## src/rtl/riscv_pkg.sv

```systemverilog
// Shared RV32I definitions used by fetch, decode and immediate generation.
package riscv_pkg;

    localparam int XLEN = 32;

    // addi x0, x0, 0: the canonical bubble
    localparam logic [XLEN-1:0] NOP_INSTR = 32'h0000_0013;

    localparam logic [6:0] OP_LOAD   = 7'b0000011;
    localparam logic [6:0] OP_STORE  = 7'b0100011;
    localparam logic [6:0] OP_BRANCH = 7'b1100011;
    localparam logic [6:0] OP_JAL    = 7'b1101111;
    localparam logic [6:0] OP_JALR   = 7'b1100111;
    localparam logic [6:0] OP_LUI    = 7'b0110111;
    localparam logic [6:0] OP_AUIPC  = 7'b0010111;
    localparam logic [6:0] OP_IMM    = 7'b0010011;
    localparam logic [6:0] OP_REG    = 7'b0110011;
    localparam logic [6:0] OP_FENCE  = 7'b0001111;
    localparam logic [6:0] OP_SYSTEM = 7'b1110011;

    // One fetched instruction together with the address it came from
    typedef struct packed {
        logic [XLEN-1:0] pc;
        logic [XLEN-1:0] instr;
    } fetch_entry_t;

    function automatic logic [6:0] opcode_of(input logic [XLEN-1:0] instr);
        return instr[6:0];
    endfunction

endpackage

```

## src/rtl/fetch_fifo.sv

```systemverilog
// Small synchronous FIFO with clear; clear wins over push and pop.
module fetch_fifo #(
    parameter int WIDTH = 32,
    parameter int DEPTH = 2
) (
    input  logic                   clk,
    input  logic                   rst_n,
    input  logic                   clear_i,
    input  logic                   push_i,
    input  logic [WIDTH-1:0]       wdata_i,
    input  logic                   pop_i,
    output logic [WIDTH-1:0]       rdata_o,
    output logic [$clog2(DEPTH):0] count_o
);

    localparam int AW = $clog2(DEPTH);
    localparam logic [AW:0] FULL = (AW+1)'(DEPTH);

    logic [WIDTH-1:0] mem_q [DEPTH];
    logic [AW-1:0]    wr_ptr_q, wr_ptr_d;
    logic [AW-1:0]    rd_ptr_q, rd_ptr_d;
    logic [AW:0]      count_q, count_d;
    logic             do_push, do_pop;

    assign do_pop  = pop_i & ~clear_i & (count_q != '0);
    assign do_push = push_i & ~clear_i & ((count_q != FULL) | do_pop);

    // Pointer and occupancy next-state
    always_comb begin
        wr_ptr_d = wr_ptr_q;
        rd_ptr_d = rd_ptr_q;
        count_d  = count_q;
        if (clear_i) begin
            wr_ptr_d = '0;
            rd_ptr_d = '0;
            count_d  = '0;
        end else begin
            if (do_push) wr_ptr_d = wr_ptr_q + AW'(1);
            if (do_pop)  rd_ptr_d = rd_ptr_q + AW'(1);
            count_d = count_q + (AW+1)'(do_push) - (AW+1)'(do_pop);
        end
    end

    // Pointer and occupancy registers
    always_ff @(posedge clk) begin
        if (!rst_n) begin
            wr_ptr_q <= '0;
            rd_ptr_q <= '0;
            count_q  <= '0;
        end else begin
            wr_ptr_q <= wr_ptr_d;
            rd_ptr_q <= rd_ptr_d;
            count_q  <= count_d;
        end
    end

    // Storage write; contents are don't-care until counted
    always_ff @(posedge clk) begin
        if (do_push) mem_q[wr_ptr_q] <= wdata_i;
    end

    assign rdata_o = mem_q[rd_ptr_q];
    assign count_o = count_q;

endmodule

```

## src/rtl/instruction_fetch_stage.sv

```systemverilog
// RV32I fetch front end: PC, credit-limited imem requests, response
// buffering, stale-fetch dropping after redirects, and the IF/ID register.
module instruction_fetch_stage
    import riscv_pkg::*;
#(
    parameter logic [31:0] RESET_PC  = 32'h0000_0000,
    parameter int          DEPTH     = 2,
    parameter logic [31:0] NOP_INSTR = riscv_pkg::NOP_INSTR
) (
    input  logic        clk,
    input  logic        rst_n,
    output logic        imem_req_valid,
    input  logic        imem_req_ready,
    output logic [31:0] imem_addr,
    input  logic        imem_rsp_valid,
    input  logic [31:0] imem_rsp_data,
    input  logic        stall_i,
    input  logic        redirect_valid,
    input  logic [31:0] redirect_pc,
    output logic        if_id_valid,
    output logic [31:0] if_id_pc,
    output logic [31:0] if_id_pc_plus4,
    output logic [31:0] if_id_instr,
    output logic [6:0]  if_id_opcode
);

    localparam int CW = $clog2(DEPTH) + 1;

    logic [31:0]   pc_q, pc_d;
    logic [CW-1:0] out_q, out_d;
    logic [CW-1:0] drop_q, drop_d;
    logic          if_id_valid_q, if_id_valid_d;
    logic [31:0]   if_id_pc_q, if_id_pc_d;
    logic [31:0]   if_id_instr_q, if_id_instr_d;

    logic [CW-1:0] pcq_count, iq_count;
    logic [31:0]   pcq_rdata;
    fetch_entry_t  iq_wdata, iq_rdata;
    logic [CW:0]   in_use;
    logic          req_fire, rsp_take, rsp_drop, rsp_keep;
    logic          pcq_pop, iq_push, iq_pop;
    logic          unused_redirect_lsbs;

    // Credits cover both fetches in flight and words waiting for decode
    assign in_use         = {1'b0, out_q} + {1'b0, iq_count};
    assign imem_req_valid = rst_n & ~redirect_valid & (in_use < (CW+1)'(DEPTH));
    assign imem_addr      = pc_q;
    assign req_fire       = imem_req_valid & imem_req_ready;

    // A response with nothing outstanding is a protocol error and is ignored
    assign rsp_take = imem_rsp_valid & (out_q != '0);
    assign rsp_drop = rsp_take & (drop_q != '0);
    assign rsp_keep = rsp_take & (drop_q == '0);

    assign pcq_pop  = rsp_keep & (pcq_count != '0);
    assign iq_push  = rsp_keep & ~redirect_valid;
    assign iq_pop   = ~redirect_valid & ~stall_i & (iq_count != '0);
    assign iq_wdata = '{pc: pcq_rdata, instr: imem_rsp_data};

    assign unused_redirect_lsbs = ^redirect_pc[1:0];

    fetch_fifo #(.WIDTH(32), .DEPTH(DEPTH)) u_pc_queue (
        .clk     (clk),
        .rst_n   (rst_n),
        .clear_i (redirect_valid),
        .push_i  (req_fire),
        .wdata_i (pc_q),
        .pop_i   (pcq_pop),
        .rdata_o (pcq_rdata),
        .count_o (pcq_count)
    );

    fetch_fifo #(.WIDTH(64), .DEPTH(DEPTH)) u_instr_queue (
        .clk     (clk),
        .rst_n   (rst_n),
        .clear_i (redirect_valid),
        .push_i  (iq_push),
        .wdata_i (iq_wdata),
        .pop_i   (iq_pop),
        .rdata_o (iq_rdata),
        .count_o (iq_count)
    );

    // PC, credit/drop bookkeeping and IF/ID next-state; redirect beats stall
    always_comb begin
        pc_d          = pc_q;
        out_d         = out_q + CW'(req_fire) - CW'(rsp_take);
        drop_d        = drop_q - CW'(rsp_drop);
        if_id_valid_d = if_id_valid_q;
        if_id_pc_d    = if_id_pc_q;
        if_id_instr_d = if_id_instr_q;

        if (req_fire) pc_d = pc_q + 32'd4;

        if (redirect_valid) begin
            // every fetch still outstanding after this cycle belongs to the old stream
            pc_d          = {redirect_pc[31:2], 2'b00};
            drop_d        = out_q - CW'(rsp_take);
            if_id_valid_d = 1'b0;
            if_id_instr_d = NOP_INSTR;
        end else if (!stall_i) begin
            if (iq_count != '0) begin
                if_id_valid_d = 1'b1;
                if_id_pc_d    = iq_rdata.pc;
                if_id_instr_d = iq_rdata.instr;
            end else begin
                if_id_valid_d = 1'b0;
                if_id_instr_d = NOP_INSTR;
            end
        end
    end

    // State registers with synchronous reset
    always_ff @(posedge clk) begin
        if (!rst_n) begin
            pc_q          <= RESET_PC;
            out_q         <= '0;
            drop_q        <= '0;
            if_id_valid_q <= 1'b0;
            if_id_pc_q    <= 32'h0;
            if_id_instr_q <= NOP_INSTR;
        end else begin
            pc_q          <= pc_d;
            out_q         <= out_d;
            drop_q        <= drop_d;
            if_id_valid_q <= if_id_valid_d;
            if_id_pc_q    <= if_id_pc_d;
            if_id_instr_q <= if_id_instr_d;
        end
    end

    assign if_id_valid    = if_id_valid_q;
    assign if_id_pc       = if_id_pc_q;
    assign if_id_pc_plus4 = if_id_pc_q + 32'd4;
    assign if_id_instr    = if_id_instr_q;
    assign if_id_opcode   = opcode_of(if_id_instr_q);

endmodule

```

## config.mk

```make
export PLATFORM = sky130hd
export DESIGN_NAME = instruction_fetch_stage
export DESIGN_NICKNAME = d
export VERILOG_FILES = /design/src/rtl/riscv_pkg.sv /design/src/rtl/fetch_fifo.sv /design/src/rtl/instruction_fetch_stage.sv
export SDC_FILE = /design/constraint.sdc
export NUM_CORES = 1
export LEC_CHECK = 0
export BUFFER_PORTS_ARGS = -buffer_cell sky130_fd_sc_hd__buf_4
export CORE_MARGIN = 2
export CORE_UTILIZATION = 40
export DETAILED_ROUTE_END_ITERATION = 10
export SKIP_LAST_GASP = 1
export SLEW_MARGIN = 20
export SYNTH_ARGS = -nofsm -noshare
export SYNTH_HDL_FRONTEND = slang
export SYNTH_HIERARCHICAL = 1
export SYNTH_SLANG_ARGS = --single-unit
export TNS_END_PERCENT = 1
```

## constraint.sdc

```tcl
create_clock -name clk -period 6.86 [get_ports clk]
set_input_delay 1.372 -clock clk [delete_from_list [all_inputs] [get_ports clk]]
set_output_delay 1.372 -clock clk [all_outputs]
set_load 0.02 [all_outputs]
```

Word level (Yosys, flattened, before mapping) --
Memory sizes are Yosys's and may differ from the RTL's. A register that Yosys moved wholly into a read port is not among the register bits. Index checks and enable logic that the tools add are counted.
Storage, ports and cells: flip-flop bits (word level) 109, bits in writable memories 192, word-level logic and storage cells 77, memories kept 2
Memory list:
- u_instr_queue.mem_q | depth 2, bits a word 64, read ports 1, clocked after memory_dff 1, wr ports 1, line fetch_fifo.sv:19 | logic [WIDTH-1:0] mem_q [DEPTH];
- u_pc_queue.mem_q | depth 2, bits a word 32, read ports 1, clocked after memory_dff 1, wr ports 1, line fetch_fifo.sv:19
Operators by class: add/sub/neg operators 15, magnitude comparators 1, equal/unequal tests 2, mux-type cells 13, bitwise operators 23, reduce and logical (&&, ||, !) cells 8
Operators with widths (number):
- $mux W32 | 3
- $add A32 B3 Y32 const B | 2
- $and A1 B1 Y1 | 18
- $reduce_bool A2 Y1 | 5
- $sub A2 B1 Y2 | 5
- $mux W1 | 9
- $add A2 B1 Y2 | 3
- $add A1 B1 Y1 const B | 4
- $ne A2 B2 Y1 const B | 2
- $add A2 B2 Y3 | 1
- $lt A3 B2 Y1 const B | 1
- $not A1 Y1 | 3
- $reduce_and A3 Y1 | 1
- $logic_not A2 Y1 | 1
- $mux W2 | 1
- $or A1 B1 Y1 | 2
- $reduce_or A2 Y1 | 1

Logic depth before layout (Yosys ltp) --
Gate-level depths: netlist of the first run.
depth in word-level cells 10, depth in mapped cells 14, gate-level depth less buffers 13

Hierarchy --
The synthesis of the first run kept the hierarchy.
Modules (own cells, without submodules):
- fetch_fifo (u_instr_queue) | times used 1, cells an instance 228, area an instance 5122.4 um^2
- instruction_fetch_stage | times used 1, cells an instance 632, area an instance 5099.9 um^2
- fetch_fifo (u_pc_queue) | times used 1, cells an instance 129, area an instance 2578.7 um^2

Worst setup path after synthesis of the first run --
No wires, ideal clock.
path kind in2reg, start input stall_i, end memory u_instr_queue.mem_q[1][0], enable pin, setup time 0.486 ns, arrival 5.166 ns, required time 6.374 ns, path slack 1.208 ns, stages on the path 7, buffers on the path 1, cells stage by stage o21ba_2 > nand2_1 > inv_1 > buf_1 > nor3b_1 > or2_1 > nor2_1
Between the ends: cells in the longest elaborated chain, start to end 9
RTL lines:
- from (decl) | line instruction_fetch_stage.sv:17 | input logic stall_i,
- $not A1 Y1 (no source line)
- $and A1 B1 Y1 (2 in a row) | line instruction_fetch_stage.sv:57 | assign iq_pop = ~redirect_valid & ~stall_i & (iq_count != '0);
- via iq_pop | line instruction_fetch_stage.sv:41 | logic pcq_pop, iq_push, iq_pop;
- $and A1 B1 Y1 (2 in a row) | line fetch_fifo.sv:25 | assign do_pop = pop_i & ~clear_i & (count_q != '0);
- $or A1 B1 Y1 | line fetch_fifo.sv:26 | assign do_push = push_i & ~clear_i & ((count_q != FULL) | do_pop);
- $and A1 B1 Y1 | line fetch_fifo.sv:26
- $mux W1 | line fetch_fifo.sv:59 | if (do_push) mem_q[wr_ptr_q] <= wdata_i;
- $mux W1 (implied by the code) | line fetch_fifo.sv:59
- to (decl) | line fetch_fifo.sv:19
The timed path passes the listed nets, and every way through them passes these cells.

Worst setup path in the final report of the first run --
start input stall_i, end memory u_instr_queue.mem_q[1][46], enable pin
Between the ends: cells in the longest elaborated chain, start to end 9
RTL lines (line):
- $not A1 Y1 (no source line)
- $and A1 B1 Y1 (2 in a row) | instruction_fetch_stage.sv:57
- $and A1 B1 Y1 (2 in a row) | fetch_fifo.sv:25
- $or A1 B1 Y1 | fetch_fifo.sv:26
- $and A1 B1 Y1 | fetch_fifo.sv:26
- $mux W1 | fetch_fifo.sv:59
- $mux W1 (implied by the code) | fetch_fifo.sv:59
Every way passes these cells.

==> run metrics, run 1 <==
status finished, final reports clean; Leak 5.74 nW; min setup slack post-route 2.63 ns; Post-Syn Area 12800 sq um; hold buffer count at cts 0; post-DR vias/cell 5.14; number of clock sinks 301; critical path's largest stage delay 0.80 ns; CP required 7.03 ns; CTS tree yes; synth top area cells edfxtp_1, dfxtp_1, mux2_4, nand2_1, mux2_1; Most Crowded Layer GR met2; Fillers 2818; crit path DAT 4.40 ns; fin area 15600 sq um; area of the core 31600 sq um; Worst R2R End u_pc_queue/count_o[1]$_SDFF_PP0_; max-slew violation count 0; initial core utilization 0.406; port bufs 202; warnings from Yosys 6; sequential-to-total area share from yosys stat 0.621; Worst-Skew Late Latency 0.55 ns; first-pass GRT wire length 45.4 mm; H-tree levels 1; Cell Count, Final, Fillers Out 1607; met1 GRT Util 0.231; worst hold path class register to register; CTS Buf Count 31; die footprint 33400 sq um; Synth async-reset ratio 0; max-cap viol count 0; Synth Instances 989; vias in the first global route 7911; die width 183 um; die height 183 um; final hold violation count 0; Worst Setup End Kind register; placed cell count 1549; DPL Wire Length 20.0 mm; post-layout util 0.494; routed len/inst 18.5 um; met3 Use GR 0.0270; cell taking the most area after synthesis edfxtp_1; unrepaired setup endpoints after global routing false; relative slew slack 0.362; DP Area 14600 sq um; final setup violation count 0; Post-synth EDFFs 192; Total Power 3.91 mW; Max Freq 237 MHz; initial antenna violation count 0; First-pass DRT Iterations 5; CP cell instances buf_4 -> o21ba_2 -> nand2_1 -> buf_4 -> inv_1 -> nor3b_1 -> or2_1 -> nor2_4 -> buf_4; routability cong. 0.821; Min Hold Slack 0.470 ns; clock buffer depth 3; kind of critical path input pin to register; row cnt 65; # IOs 207; syn_area_per_cell 12.9 sq um; Antenna Nets Post-Route 0; final clock skew 0.0105 ns; Post-CTS Setup Bufs 0; grt total ovfl 0; most frequent CP cell buf_4; Peak VDD IR 210 uV; Least-Margin Pin Slew 0.953 ns; worst hold path depth 2; starting DRC count in detailed routing 568; Setup WS pre-CTS 2.01 ns; Synth Flop Type edfxtp_1; Crit Reg-Reg Startpoint u_instr_queue/count_o[0]$_SDFF_PP0_; FF-to-FF path depth 13; Synth cell types 74; critical path peak fanout 54; nets 1261; Area Growth Syn to Fin 21.9%; Power Dens Cells 251 nW/um^2; post-synthesis sequential element count 301; post-route setup TNS 0 ns; routed wire length 29.7 mm; Tcrit/Tclk final 0.616; Synth top cells by count edfxtp_1, dfxtp_1, nand2_1; largest net degree at the start of global routing 55; Yosys top cell area share 0.450; hold path endpoint if_id_valid$_SDFFE_PP0N_; min-delay src if_id_valid$_SDFFE_PP0N_; Via Count 8262; M2 GR Usage 0.291; Final Critical Period 4.23 ns; residual DRC count 0; setup slack, reg-to-reg 3.14 ns; Global Route Usage Sum 0.173; Startpoint Class input pin; slowest cell on the critical path o21ba_2; clock root buffer clkbuf_16; most frequent cell after synthesis edfxtp_1; clk slew on worst S/H paths 0.06 ns; share of layout cells above drive strength 1 0.297; post-CTS sizing 0; Worst Setup SP stall_i
critical path, delay by kind of cell:
family / cells / cell delay [ns]
buffers and inverters: 4 / 1.35
and+or+nand+nor: 4 / 0.81
AOI/OAI and AO/OA: 1 / 0.80
cell usage in the layout, fill, tap and decap left out, types with 29 or more instances in the layout:
cell / n
a21oi_1: 38
a22oi_1: 31
buf_4: 214
clkbuf_16: 31
dfxtp_1: 108
edfxtp_1: 192
mux2_1: 30
mux2_4: 60
nand2_1: 109
nor2_1: 69
xnor2_1: 29
metal layers:
| metal | share of wire | up-vias |
|---|---|---|
| met5 | 0 | - |
| met4 | 0.023 | 0 |
| met3 | 0.049 | 40 |
| met2 | 0.49 | 218 |
| met1 | 0.44 | 3983 |
| li1 | - | 4021 |
worst max path at each step:
stage	slack, ns	to	depth (start not counted)
6_report	2.63	u_instr_queue/mem_q[1][46]$_DFFE_PP_	9
5_1_grt	2.46	u_instr_queue/mem_q[1][3]$_DFFE_PP_	9
4_1_cts	2.57	u_instr_queue/mem_q[1][3]$_DFFE_PP_	9
3_5_place_dp	2.01	u_instr_queue/mem_q[1][7]$_DFFE_PP_	9
3_3_place_gp	2.06	u_instr_queue/mem_q[1][52]$_DFFE_PP_	9
2_1_floorplan	1.21	u_instr_queue/mem_q[1][0]$_DFFE_PP_	7
layout make-up:
| class | instances | area, sq um | area share |
|---|---|---|---|
| clock inverter | 25 | 253 | 0.0162 |
| sequential | 301 | 7950 | 0.510 |
| timing repair buffer | 214 | 1610 | 0.103 |
| inverter | 22 | 82.6 | 0.00529 |
| tap | 402 | 503 | 0.0322 |
| antenna | 1 | 2.50 | 0.000160 |
| clock buffer | 32 | 779 | 0.0500 |
| multi-input combinational | 610 | 4420 | 0.284 |
registers in the layout, summed over array words and instances, names as in the netlist, 2 cells and up, named ones only:
signal and cells:
u_pc_queue/mem_q 64, imem_addr 30, u_instr_queue/count_o 2, u_pc_queue/count_o 2
if_id_instr 32, u_instr_queue/mem_q 128, if_id_pc 32, drop_q 2
out_q 2
power breakdown:
group	leakage, nW	internal, mW	switching, mW
Combinational	2.63	0.0973	0.124
Sequential	2.63	1.96	0.0453
Clock	0.490	0.982	0.703
Total	5.74	3.04	0.872
cells by family after synthesis:
| family | share of synthesized area |
|---|---|
| and+or+nand+nor | 0.129 |
| buffers and inverters | 0.0358 |
| xor gates and xnor gates | 0.0287 |
| DFF | 0.621 |
| adders and majority gates | 0.0113 |
| other | 0.000293 |
| AOI/OAI and AO/OA | 0.0701 |
| muxes | 0.104 |
Power figures use the tool's default switching activity.
==> run 2: changes to the inputs <==
==> constraint.sdc (replaced) <==
create_clock -name clk -period 3.7 [get_ports clk]
set_input_delay 0.74 -clock clk [delete_from_list [all_inputs] [get_ports clk]]
set_output_delay 0.74 -clock clk [all_outputs]
set_load 0.02 [all_outputs]
==> run 2 against run 1 <==
  * Global-route usage down 0.065 points
  * Cell count rose by 0.44%
  * Largest power group unchanged
  * Worst setup slack worse by 2.1 ns
  * Combinational power grew 89%
  * First-iteration DRC count is 2.6% lower
  * Sequential cell count stayed put
  * Register-to-register slack worse by 2.4 ns
  * Clock power increased by 79%
  * Hold slack got worse by 0.095 ns
  * Routed wire length shrank 0.19%
  * Critical endpoint is now if_id_pc_plus4[18]
  * Design area is 0.28% higher
  * Via count about the same
==> run metrics, run 2 (synthesis results as in run 1) <==
status finished, final reports clean; unrepaired setup endpoints after global routing false; Worst Setup End Kind output pin; routed wire length 29.6 mm (-0.19%); final hold violation count 0 (unchanged); clk slew on worst S/H paths 0.06 ns (about the same); H-tree levels 1 (unchanged); Via Count 8270 (+0.097%); Final Critical Period 3.19 ns; max-cap viol count 0 (unchanged); critical path's largest stage delay 0.54 ns (-0.26 ns); die footprint 33400 sq um (unchanged); kind of critical path register to output pin; slowest cell on the critical path or4_4; CP required 2.96 ns (-4.07 ns); Antenna Nets Post-Route 0 (unchanged); Post-CTS Setup Bufs 0 (unchanged); share of layout cells above drive strength 1 0.296 (-0.000644); clock root buffer clkbuf_16; Worst-Skew Late Latency 0.54 ns (about the same); multi-input logic area 4420 sq um (unchanged); row cnt 65 (unchanged); Peak VDD IR 517 uV (+150%); final clock skew 0.00994 ns (-0.000515 ns); Leak 5.78 nW (+0.70%); post-CTS sizing 0 (unchanged); number of clock sinks 301 (unchanged); CP cell instances ha_1 -> nand3_1 -> or4_4 -> nor3_2 -> xor2_1 -> buf_4; initial core utilization 0.406 (unchanged); First-pass DRT Iterations 4 (-1); Startpoint Class register; fin area 15600 sq um (+0.28%); Least-Margin Pin Slew 0.672 ns (-0.281 ns); clock buffer depth 3 (unchanged); hold buffer count at cts 0 (unchanged); Max Freq 313 MHz; port bufs 202 (unchanged); vias in the first global route 7851 (-0.76%); Biggest register u_instr_queue/mem_q; die height 183 um (unchanged); Worst Setup SP if_id_pc[2]$_SDFFE_PN0P_; FF+latch area 7950 sq um (unchanged); critical path peak fanout 7 (-87%); CTS Buf Count 31 (unchanged); final setup violation count 0 (unchanged); Fillers 2784 (-1.2%); Power Dens Cells 458 nW/um^2 (+83%); CTS tree yes; first-pass GRT wire length 45.1 mm (-0.74%); # IOs 207 (unchanged); die width 183 um (unchanged); starting DRC count in detailed routing 553 (-2.6%); largest net degree at the start of global routing 51 (-7.3%); commonest cells after routing, fill and taps aside buf_4, edfxtp_1, nand2_1, dfxtp_1, nor2_1; initial antenna violation count 2 (+2); Cell Count, Final, Fillers Out 1614 (+0.44%); Largest register FFs 128 (unchanged); DPL Wire Length 19.8 mm (-0.96%); nets 1267 (+0.48%); max-slew violation count 0 (unchanged); Tcrit/Tclk final 0.863; placed cell count 1555 (+0.39%); worst hold path class input pin to register; largest registers u_instr_queue/mem_q x128, u_pc_queue/mem_q x64; crit path DAT 2.45 ns (-1.95 ns); Global Route Usage Sum 0.172 (-0.000651); min-delay src imem_rsp_data[10]; Min Hold Slack 0.376 ns (-0.0949 ns); DP Area 14600 sq um (+0.48%); Area Growth Syn to Fin 22.2%; routed len/inst 18.3 um (-0.62%); commonest non-fill, non-tap cell in the layout buf_4; residual DRC count 0 (unchanged); area of the core 31600 sq um (unchanged); Crit Reg-Reg Startpoint u_instr_queue/count_o[0]$_SDFF_PP0_; routability cong. 0.808 (-1.6%); post-DR vias/cell 5.12 (-0.34%); grt total ovfl 0 (unchanged); relative slew slack 0.552 (+0.190)
## run 2: worst max-delay path: cells and delay by family, from the launching register on
family / cells / cell delay (ns)
and+or+nand+nor: 3 / 0.94
DFF: 1 / 0.44
buffers and inverters: 1 / 0.16
adders and majority gates: 1 / 0.22
xor gates and xnor gates: 1 / 0.16
## run 2: worst paths after layout
path         slack (ns)  cells past startpoint                                    to
max                0.51                      6                    if_id_pc_plus4[18]
min                0.38                      1  u_instr_queue/mem_q[0][10]$_DFFE_PP_
max reg2reg        0.75                     13      u_pc_queue/count_o[1]$_SDFF_PP0_
min reg2reg        0.46                      2              if_id_valid$_SDFFE_PP0N_
## run 2: layer usage
metal	wire (um)	vias to the layer above	global-route usage
li1	-	4030	-
met1	13300	3970	0.232
met2	14000	218	0.283
met3	1410	52	0.0252
met4	904	0	0.0640
met5	0	-	0
## run 2: layout make-up
class,count,share of cell area
Sequential cell,301,0.508
Multi-Input combinational cell,610,0.283
Timing Repair Buffer,220,0.107
Clock buffer,45,0.0568
Tap cell,402,0.0321
Clock inverter,12,0.00736
Inverter,22,0.00528
Antenna cell,2,0.000320
## run 2: power breakdown
part	leakage [nW]	switching [mW]	internal [mW]
Combinational	2.66	0.233	0.185
Clock	0.493	1.23	1.80
Sequential	2.63	0.0803	3.64
## run 2: metrics by stage
stage | setup TNS [ns] | total power [mW] | util | worst slack, ns
floorplan | -3.49 | 4.01 | - | -0.109
global placement | 0 | 4.20 | 0.464 | 0.820
detailed placement | 0 | 4.21 | 0.464 | 0.783
CTS | 0 | 7.26 | 0.496 | 0.472
global route | 0 | 7.42 | 0.496 | 0.348
finish | 0 | 7.17 | 0.496 | 0.505
==> run 3: changes to the inputs <==
--- a/config.mk
+++ b/config.mk
@@ -7,10 +7,10 @@
 export LEC_CHECK = 0
 export BUFFER_PORTS_ARGS = -buffer_cell sky130_fd_sc_hd__buf_4
 export CORE_MARGIN = 2
-export CORE_UTILIZATION = 40
+export CORE_UTILIZATION = 51
 export DETAILED_ROUTE_END_ITERATION = 10
+export PLACE_DENSITY = 0.76
 export SKIP_LAST_GASP = 1
-export SLEW_MARGIN = 20
 export SYNTH_ARGS = -nofsm -noshare
 export SYNTH_HDL_FRONTEND = slang
 export SYNTH_HIERARCHICAL = 1
==> run 3 against run 2 <==
  * Utilization is 14 points higher
  * Sequential share of layout area is 0.60 points higher
  * Routed wire length is 4.7% lower
  * Clock power is 4% lower
  * Register-to-register slack worse by 0.08 ns
  * Hold slack better by 0.0094 ns
==> run metrics, run 3 (synthesis results as in run 1) <==
FF+latch area 7950 sq um (unchanged); routed wire length 28.2 mm (-4.7%); critical path peak fanout 7 (unchanged); slowest cell on the critical path or4_4; port bufs 202 (unchanged); First-pass DRT Iterations 5 (+1); routed len/inst 18.4 um (+0.46%); Power Dens Cells 455 nW/um^2 (-0.67%); fin area 15500 sq um (-1.2%); Biggest register u_instr_queue/mem_q; final hold violation count 0 (unchanged); Worst-Skew Late Latency 0.54 ns (about the same); grt total ovfl 0 (unchanged); CP required 2.96 ns (about the same); max-slew violation count 0 (unchanged); Tcrit/Tclk final 0.861 (-0.00223); starting DRC count in detailed routing 596 (+7.8%); DPL Wire Length 19.0 mm (-4.4%); Antenna Nets Post-Route 0 (unchanged); Area Growth Syn to Fin 20.8%; number of clock sinks 301 (unchanged); final setup violation count 0 (unchanged); clk slew on worst S/H paths 0.06 ns (about the same); share of layout cells above drive strength 1 0.297 (+0.000981); Cell Count, Final, Fillers Out 1531 (-5.1%); DP Area 14500 sq um (-0.84%); multi-input logic area 4420 sq um (unchanged); commonest cells after routing, fill and taps aside buf_4, edfxtp_1, nand2_1, dfxtp_1, nor2_1; CTS tree yes; vias in the first global route 7951 (+1.3%); first-pass GRT wire length 43.5 mm (-3.6%); residual DRC count 0 (unchanged); hold path endpoint u_instr_queue/mem_q[1][14]$_DFFE_PP_; # IOs 207 (unchanged); worst hold path depth 1 (unchanged); Post-CTS Setup Bufs 0 (unchanged); switch share 0.217 (+0.00119); Worst R2R End u_pc_queue/mem_q[1][6]$_DFFE_PP_; Crit Reg-Reg Startpoint u_instr_queue/count_o[0]$_SDFF_PP0_; critical path's largest stage delay 0.52 ns (-0.02 ns); unrepaired setup endpoints after global routing false; max-cap viol count 0 (unchanged); Largest register FFs 128 (unchanged); Final Critical Period 3.19 ns (-0.00827 ns); setup slack, reg-to-reg 0.67 ns (-0.08 ns); placed cell count 1477 (-5.0%); worst hold path class input pin to register; Clock Power Share 0.412 (-0.011); Leak 5.74 nW (-0.72%); Least-Margin Pin Slew 0.855 ns (+0.184 ns); CP cell instances ha_1 -> nand3_1 -> or4_4 -> nor3_2 -> xor2_1 -> buf_4; Setup WS pre-CTS 0.688 ns (-0.0952 ns); Via Count 8400 (+1.6%); clock buffer depth 3 (unchanged); die height 162 um (-11%); Worst Setup SP if_id_pc[2]$_SDFFE_PN0P_; post-CTS sizing 0 (unchanged); area of the core 24500 sq um (-22%); die width 162 um (-11%); initial core utilization 0.523 (+0.118); die footprint 26400 sq um (-21%); largest net degree at the start of global routing 47 (-7.8%); Pint 5.51 mW (-2.0%); Fillers 1859 (-33%); kind of critical path register to output pin; H-tree levels 1 (unchanged); row cnt 57 (-12%); hold buffer count at cts 0 (unchanged); Buf/Inv on CP 1 (unchanged); final clock skew 0.00829 ns (-0.00165 ns); Global Route Usage Sum 0.209 (+0.0367); min-delay src imem_rsp_data[14]; crit path DAT 2.45 ns (about the same); Worst Setup End Kind output pin; Startpoint Class register; relative slew slack 0.430 (-0.122); commonest non-fill, non-tap cell in the layout buf_4; routability cong. 0.832 (+3.0%); largest registers u_instr_queue/mem_q x128, u_pc_queue/mem_q x64; post-DR vias/cell 5.49 (+7.1%); sequential power share 0.529 (+0.010); CP delay by family, top simple AND/OR/NAND/NOR gates; initial antenna violation count 1 (-1); Psw 1.53 mW (-1.3%); status finished, final reports clean; clock root buffer clkbuf_16; Max Freq 314 MHz (+0.26%); min setup slack post-route 0.513 ns (+0.00827 ns); Peak VDD IR 419 uV (-19%); FF-to-FF path depth 9 (-4); CTS Buf Count 29 (-6.5%); Gate power share 0.059 (about the same); nets 1265 (-0.16%)
[run 3: cell types whose count changed in the layout (fill, tap and decap cells not counted), moves of 2 or more]
cell        previous run  this run
clkbuf_1               8         4
clkbuf_8               6         2
clkinvlp_4             1         4
buf_12                 2         0
buf_4                218       220
clkbuf_16             31        29
[run 3: worst max-delay path by stage]
stage / end / slack, ns / cells after the start
after floorplan: u_pc_queue/mem_q[1][0]$_DFFE_PP_ / -0.11 / 9
after global placement: u_pc_queue/mem_q[1][8]$_DFFE_PP_ / 0.73 / 9
after detailed placement: u_instr_queue/count_o[1]$_SDFF_PP0_ / 0.69 / 13
after CTS: if_id_pc_plus4[18] / 0.49 / 6
after global routing: if_id_pc_plus4[18] / 0.33 / 6
final: if_id_pc_plus4[18] / 0.51 / 6
[run 3: power groups by stage]
stage / logic [mW] / registers (mW) / clock network (mW)
after global routing: 0.449 / 3.73 / 3.08
after CTS: 0.413 / 3.72 / 2.95
after global placement: 0.402 / 3.79 / 0
after floorplan: 0.216 / 3.79 / 0
after detailed placement: 0.411 / 3.79 / 0
final: 0.413 / 3.72 / 2.90
[run 3: per-layer routing]
metal	wire length [um]	GRT usage	up-vias	share of wire
met5	0	0	-	0
met4	650	0.0676	0	0.023
met2	14100	0.353	277	0.50
met1	11800	0.280	4053	0.42
li1	-	-	4024	-
met3	1640	0.0285	46	0.058
[run 3: area by class of cell]
| type | instances | share of cell area |
|---|---|---|
| Inverter | 22 | 0.00534 |
| Clock inverter | 18 | 0.0116 |
| Timing Repair Buffer | 220 | 0.107 |
| Multi-Input combinational cell | 610 | 0.286 |
| Sequential cell | 301 | 0.514 |
| Clock buffer | 35 | 0.0497 |
| Antenna cell | 1 | 0.000162 |
| Tap cell | 324 | 0.0262 |
[run 3: per-stage QoR]
step                 util  power (mW)  TNS, ns  hold WS [ns]
floorplan               -        4.01    -3.49         0.472
global placement    0.593        4.19        0         0.459
detailed placement  0.593        4.20        0         0.465
CTS                 0.632        7.09        0         0.364
global route        0.632        7.26        0         0.369
finish              0.632        7.04        0         0.385
